--- config.mk ---
export PLATFORM = sky130hd
export DESIGN_NAME = imem_boot_ctrl
export DESIGN_NICKNAME = d
export VERILOG_FILES = /design/src/rtl/imem_boot_ctrl.sv
export SDC_FILE = /design/constraint.sdc
export NUM_CORES = 1
export LEC_CHECK = 0
export BUFFER_PORTS_ARGS = -buffer_cell sky130_fd_sc_hd__buf_4
export CORE_ASPECT_RATIO = 0.9
export CORE_MARGIN = 2
export CORE_UTILIZATION = 49
export CTS_CLUSTER_SIZE = 20
export DETAILED_ROUTE_END_ITERATION = 16
export PLACE_DENSITY = 0.79
export SYNTH_ARGS = -nofsm -noshare
export SYNTH_HDL_FRONTEND = slang
export SYNTH_SLANG_ARGS = --single-unit
--- constraint.sdc ---
create_clock -name clk -period 1.7 [get_ports clk]
set_input_delay 0.425 -clock clk [delete_from_list [all_inputs] [get_ports clk]]
set_output_delay 0.425 -clock clk [all_outputs]
set_load 0.005 [all_outputs]
--- src/rtl/imem_boot_ctrl.sv ---
// Boot sequencer for the 64x32 instruction memory: clears every word, packs a
// little-endian byte stream into words, then releases the core's fetch path.
module imem_boot_ctrl #(
  parameter int unsigned DEPTH  = 64,
  parameter int unsigned ADDR_W = 8,
  parameter int unsigned WIDX_W = 6
) (
  input  logic              clk,
  input  logic              rst_n,
  input  logic              start,
  input  logic [6:0]        num_words,
  input  logic              byte_valid,
  input  logic [7:0]        byte_data,
  output logic              byte_ready,
  output logic              mem_we,
  output logic [WIDX_W-1:0] mem_waddr,
  output logic [31:0]       mem_wdata,
  input  logic [ADDR_W-1:0] core_fetch_addr,
  output logic [ADDR_W-1:0] mem_raddr,
  output logic              core_stall,
  output logic              load_done,
  output logic [6:0]        words_loaded
);

  typedef enum logic [2:0] {IDLE, CLEAR, LOAD, FLUSH, RUN} state_t;

  localparam logic [6:0]        DEPTH_CNT = 7'(DEPTH);
  localparam logic [WIDX_W-1:0] LAST_IDX  = WIDX_W'(DEPTH - 1);

  state_t            state, state_nxt;
  logic [WIDX_W-1:0] clr_idx;
  logic [1:0]        lane;
  logic [23:0]       word_lo;
  logic [6:0]        word_target;
  logic              accept;
  logic              restart;
  logic              last_byte;

  assign accept    = byte_ready & byte_valid;
  assign restart   = start && ((state == IDLE) || (state == RUN));
  assign last_byte = accept && (lane == 2'd3) && ((words_loaded + 7'd1) == word_target);

  always_ff @(posedge clk or negedge rst_n) begin
    if (!rst_n) begin
      state <= IDLE;
    end else begin
      state <= state_nxt;
    end
  end

  always_comb begin
    state_nxt = state;
    case (state)
      IDLE:    if (start) state_nxt = CLEAR;
      CLEAR:   if (clr_idx == LAST_IDX) state_nxt = LOAD;
      LOAD:    if (last_byte) state_nxt = FLUSH;
      FLUSH:   state_nxt = RUN;
      RUN:     if (start) state_nxt = CLEAR;
      default: state_nxt = IDLE;
    endcase
  end

  always_comb begin
    byte_ready = 1'b0;
    mem_raddr  = '0;
    case (state)
      LOAD:    byte_ready = 1'b1;
      RUN:     mem_raddr  = core_fetch_addr;
      default: ;
    endcase
  end

  // Registered outputs are loaded with the values for the cycle being entered,
  // so clear index k and each assembled word appear on the port in their own cycle.
  always_ff @(posedge clk or negedge rst_n) begin
    if (!rst_n) begin
      mem_we       <= 1'b0;
      mem_waddr    <= '0;
      mem_wdata    <= '0;
      core_stall   <= 1'b1;
      load_done    <= 1'b0;
      words_loaded <= '0;
      lane         <= '0;
      word_lo      <= '0;
      word_target  <= '0;
      clr_idx      <= '0;
    end else begin
      mem_we    <= 1'b0;
      load_done <= 1'b0;
      if (restart) begin
        word_target  <= ((num_words == '0) || (num_words > DEPTH_CNT)) ? DEPTH_CNT : num_words;
        clr_idx      <= '0;
        mem_we       <= 1'b1;
        mem_waddr    <= '0;
        mem_wdata    <= '0;
        core_stall   <= 1'b1;
        words_loaded <= '0;
        lane         <= '0;
        word_lo      <= '0;
      end else if ((state == CLEAR) && (clr_idx != LAST_IDX)) begin
        clr_idx   <= clr_idx + 1'b1;
        mem_we    <= 1'b1;
        mem_waddr <= clr_idx + 1'b1;
        mem_wdata <= '0;
      end else if (accept) begin
        lane <= lane + 1'b1;
        case (lane)
          2'd0: word_lo[7:0]   <= byte_data;
          2'd1: word_lo[15:8]  <= byte_data;
          2'd2: word_lo[23:16] <= byte_data;
          default: begin
            mem_we       <= 1'b1;
            mem_waddr    <= words_loaded[WIDX_W-1:0];
            mem_wdata    <= {byte_data, word_lo};
            words_loaded <= words_loaded + 7'd1;
          end
        endcase
      end else if (state == FLUSH) begin
        core_stall <= 1'b0;
        load_done  <= 1'b1;
      end
    end
  end

endmodule

==> results of run 1 <==
## worst paths after layout
kind                                             end  slack [ps]  cells after the start
setup / recovery                        mem_raddr[5]        -110                      5
hold / removal                  state[2]$_DFFE_PN0P_         300                      2
setup reg to reg           mem_wdata[22]$_DFFE_PN0P_         -70                      6
hold reg to reg               core_stall$_DFFE_PN1P_         470                      2
max in group asynchronous     core_stall$_DFFE_PN1P_         600                      3
min in group asynchronous   mem_waddr[2]$_DFFE_PN0P_         510                      2
## metrics by stage
stage / setup TNS [ps] / total power [mW] / cells / worst slack, ps
3_5_place_dp: -689 / 3.88 / 563 / -54.8
4_1_cts: -2340 / 5.49 / 585 / -106
6_report: -2370 / 5.48 / 586 / -114
2_1_floorplan: 0 / 3.31 / 381 / 14.4
5_1_grt: -5310 / 5.75 / 586 / -159
3_3_place_gp: -43.0 / 3.83 / 563 / -35.3
## worst max-delay path, cell delays in order (launching register included)
cell	delay, ps
dfrtp_1	420
buf_6	140
nor2_4	90
buf_2	140
and3_1	150
buf_4	100
## cell usage after synthesis, drive strengths merged, types with 2 or more instances
master   count  share of area (%)
a211oi       2               0.37
a21o         2               0.37
a21oi       35                4.4
a22o        33                7.2
a31oi        3               0.84
and2         5               0.78
and3        12                1.9
buf         15                2.1
clkbuf      11                1.0
dfrtp       89                 55
ha           7                2.2
inv          9               0.84
mux2i       10                2.5
nand2       52                4.9
nand2b       4               0.62
nand3       30                3.7
nand3b       6                1.1
nand4        3               0.47
nor2        10               0.93
nor3         2               0.53
nor3b        3               0.56
o21ai       10                1.2
o22ai        3               0.47
o2bb2ai      2               0.44
or3          2               0.31
or3b         2               0.44
xnor2        8                1.7
xor2         4               0.87
## power by group
group | total (mW) | switching, mW | internal (mW)
clock network | 1.56 | 0.781 | 0.783
logic | 1.31 | 0.651 | 0.654
registers | 2.61 | 0.217 | 2.39
## sequential cells by signal, summed over array words and instances, names as in the netlist
signal,flops
mem_wdata,32
word_lo,24
word_target,7
words_loaded,7
clr_idx,6
mem_waddr,6
state,3
lane,2
core_stall,1
load_done,1
mem_we,1
## final cells by class
cell class                 instances  share of cell area, %
sequential                        90                   42.9
multi-input combinational        256                   31.5
timing repair buffer             116                   18.5
clock buffer                      11                   2.88
tap                               99                   2.35
clock inverter                     5                   1.28
inverter                           9                  0.642
## cells by family (layout without fill, tap and decap cells)
logic type,count (synthesis),in the layout,synth area share (%)
fa+ha+maj,7,7,2.18
buf+inv,35,141,3.98
flops,90,90,56.0
mux,10,10,2.49
xor+xnor,12,12,2.61
simple gates,136,136,17.2
compound gates,91,91,15.5
## repair_timing
item	CTS	global route
hold endpoints to repair	20	0
resized for setup	9	8
setup buffers	4	0
gates cloned	1	1
pin swaps	4	0
hold buffers	1	0
endpoints found under the setup margin	26	84
## layer usage
metal  GRT usage [%]  vias to the layer above  routed length, um
li1                -                     1548                  -
met1            30.0                     1615               4070
met2            35.0                      118               4800
met3            4.43                       22                603
met4            8.22                        0                213
met5               0                        -                  0
==> impl_metrics.ini, run 1 <==
[clocking]
cts_max_path_buffers = 2
clkTransAtPathRegs_ps = 90
cts_tree = yes
insertion_delay_ps = 360
clockRootBuffer = clkbuf_8
cts_buffers = 9
cts_max_level = 3
cts_num_sinks = 90

[min_path]
min_path_type = in2reg
hp-start = start

[power_and_ir_drop]
irDropWorstVdd_mv = 0.528
power_density_nw_per_um2 = 1040
leakagePower_nw = 2.62

[logic_synthesis]
synthesis.instances = 381
synth_seq_cells = 90
synth_edf_count = 0
ys_types = 40
syn_nets = 415
postSynthAreaPerCell_um2 = 10.6
seq_area_frac_synth_pct = 56.0
synth_area_um2 = 4020
ys_async_sr_fraction_pct = 100
ys.flop_type = dfrtp_1
yosysWarnings = 0

[detailed_routing]
post-route-drc-count = 0
post_drt_wl_per_cell_um = 16.5
drt_wl_total_mm = 9.69
drt_iter0_drc = 167
num_vias = 3303
vias_per_cell = 5.64
drt-pass1-iter-count = 4
ant_nets = 0

[floorplan]
die_x_um = 99.5
top_level_ports = 84
dieArea_um2 = 8950
core-area_um2 = 7990
die_y_um = 89.9
rows = 31
start_util_pct = 50.3

[timing]
rsz0062_at_grt = true
finalCritPeriodShare_pct = 107
fmax_mhz = 551
whs_ps = 297
hold_viol_final = 0
relSlewSlack_pct = 75.5
setup_slack_ps = -114
period_needed_ps = 1810
skew_ps = 12.8
final_max_slew_viol_count = 0
report.final.setup_viol = 47
tightest_slew_ps = 367

[global_routing]
antenna_found_initial = 0
grtUsageTotal_pct = 22.0
grt_max_degree = 44
grt_pass1_wl_mm = 15.8
grt-ovfl-total = 0
grt_pass1_vias = 3256

[status]
outcome = complete, but fails checks
violations = setup timing

[worst_setup_path]
path_max_fanout = 4
endpoint_kind = primary output
crit_type = reg2out
cp-start-kind = flip-flop
worstPathArrival_ps = 1390
r2r-start = state[1]$_DFFE_PN0P_
crit_path_start = state[0]$_DFFE_PN0P_
cp.required_ps = 1270

[finish]
drive_gt1_share_pct = 30.0
final-seq-area_um2 = 2250
layout.nets = 516
postLayoutCellArea_um2 = 5260
fin_util_pct = 65.8
layout_common_cells = buf_4, dfrtp_1, nand2_1, a21oi_1, a22o_1
final_common_cell = buf_4
syn_to_final_growth_pct = 30.8
num-fill-cells = 610
n_antenna_cell = 0
multi_input_area_um2 = 1660

[placed_design]
place_area_um2 = 4920
portBuffers = 83
hpwl_mm = 6.65
gp_congestion = 0.861

[flow_run]
maxCapViolCount = 0
Power figures use the tool's default switching activity.
==> run 2: changes to the inputs <==
- CORE_MARGIN: 2 -> unset
==> impl_metrics.ini, run 2 (synthesis results as in run 1) <==
[timing]
rsz0062_at_grt = true
fmax_mhz = 569
finalCritPeriodShare_pct = 103
hold_viol_final = 0
final_max_slew_viol_count = 0
period_needed_ps = 1760
skew_ps = 7.93
fin_tns_setup_ps = -300
relSlewSlack_pct = 65.7
report.final.setup_viol = 9
tightest_slew_ps = 514
setup_slack_ps = -58.6

[worst_setup_path]
ff2ff_path_depth = 4
cp.required_ps = 1960
crit_type = reg2reg
path_max_fanout = 6
worstPathArrival_ps = 2020
endpoint_kind = flip-flop
cp-start-kind = flip-flop

[finish]
syn_to_final_growth_pct = 31.0
reg.largest.list = mem_wdata x32, word_lo x24
num-fill-cells = 582
layout.nets = 516
postLayoutCellArea_um2 = 5270
final_common_cell = buf_4
drive_gt1_share_pct = 31.4
largest_reg_flops = 32
fin_util_pct = 68.1
regMostFlops = mem_wdata
layout_common_cells = buf_4, dfrtp_1, nand2_1, a21oi_1, a22o_1
n_antenna_cell = 0

[floorplan]
core-area_um2 = 7730
start_util_pct = 52.0
dieArea_um2 = 8570
die_y_um = 87.9
rows = 30
top_level_ports = 84
die_x_um = 97.5

[detailed_routing]
ant_nets = 0
num_vias = 3253
post-route-drc-count = 0
vias_per_cell = 5.58
drt_iter0_drc = 196
post_drt_wl_per_cell_um = 16.5
drt-pass1-iter-count = 5
drt_wl_total_mm = 9.59

[power_and_ir_drop]
power_density_nw_per_um2 = 1080
leakagePower_nw = 2.60
irDropWorstVdd_mv = 0.486

[clocking]
cts_tree = yes
clockRootBuffer = clkbuf_8
cts_max_level = 3
cts_num_sinks = 90
clkTransAtPathRegs_ps = 90
cts_buffers = 9
insertion_delay_ps = 360
cts_max_path_buffers = 2

[global_routing]
grt_max_degree = 91
grt_pass1_vias = 3137
grt-ovfl-total = 0
grt_pass1_wl_mm = 15.2
antenna_found_initial = 0
grtUsageTotal_pct = 22.7

[placed_design]
place_area_um2 = 4910
gp_congestion = 0.829
portBuffers = 83
hpwl_mm = 6.57

[status]
violations = setup timing
outcome = complete, but fails checks

[flow_run]
maxCapViolCount = 0

[min_path]
min_path_type = in2async
## run 2: where the power goes
part	leakage (nW)	switching [mW]	internal [mW]	total, mW
Clock	0.116	0.786	0.986	1.77
Combinational	1.27	0.662	0.670	1.33
Sequential	1.22	0.212	2.39	2.60
Total	2.60	1.66	4.05	5.71
## run 2: worst paths after layout
kind | startpoint | end | slack (ps)
setup / recovery | state[2]$_DFFE_PN0P_ | state[0]$_DFFE_PN0P_ | -60
hold / removal | rst_n | words_loaded[6]$_DFFE_PN0P_ | 100
setup reg to reg | state[2]$_DFFE_PN0P_ | state[0]$_DFFE_PN0P_ | -60
hold reg to reg | core_stall$_DFFE_PN1P_ | core_stall$_DFFE_PN1P_ | 470
max in group asynchronous | rst_n | words_loaded[0]$_DFFE_PN0P_ | 1240
min in group clk | start | state[2]$_DFFE_PN0P_ | 270
## run 2: critical path, cell delays in order (launching register included)
cell and delay (ps):
dfrtp_1 420, and4bb_2 400, nand4_1 100, or4b_1 530, o31ai_1 210
## run 2: through the flow
step	hold WS, ps	instances	worst slack (ps)	power, mW
final	102	583	-58.6	5.71
after global routing	112	583	-144	5.98
after CTS	106	583	-52.7	5.72
after detailed placement	452	563	-77.9	3.88
after global placement	450	563	-63.3	3.84
after floorplan	129	381	14.4	3.31
## run 2: metal layers
layer | GRT usage [%] | share of wire [%] | routed length, um | vias up
li1 | - | - | - | 1544
met1 | 29.4 | 44 | 4210 | 1584
met2 | 37.4 | 48 | 4650 | 109
met3 | 5.43 | 6.1 | 581 | 16
met4 | 9.22 | 1.6 | 154 | 0
met5 | 0 | 0 | 0 | -
## run 2: area by class of cell
| class | instances | area [um^2] | share of cell area [%] |
|---|---|---|---|
| tap | 96 | 120 | 2.28 |
| clock buffer | 9 | 124 | 2.35 |
| multi-input combinational | 257 | 1690 | 32.1 |
| clock inverter | 7 | 123 | 2.33 |
| sequential | 90 | 2250 | 42.8 |
| timing repair buffer | 115 | 923 | 17.5 |
| inverter | 9 | 33.8 | 0.641 |
## run 2: timing repair
item / 4_1_cts / 5_1_grt
gates resized for setup: 9 / 13
hold buffers: 0 / 0
gates cloned: 1 / 0
setup buffers: 3 / 0
endpoints found under the setup margin: 30 / 62
pin swaps: 7 / 1
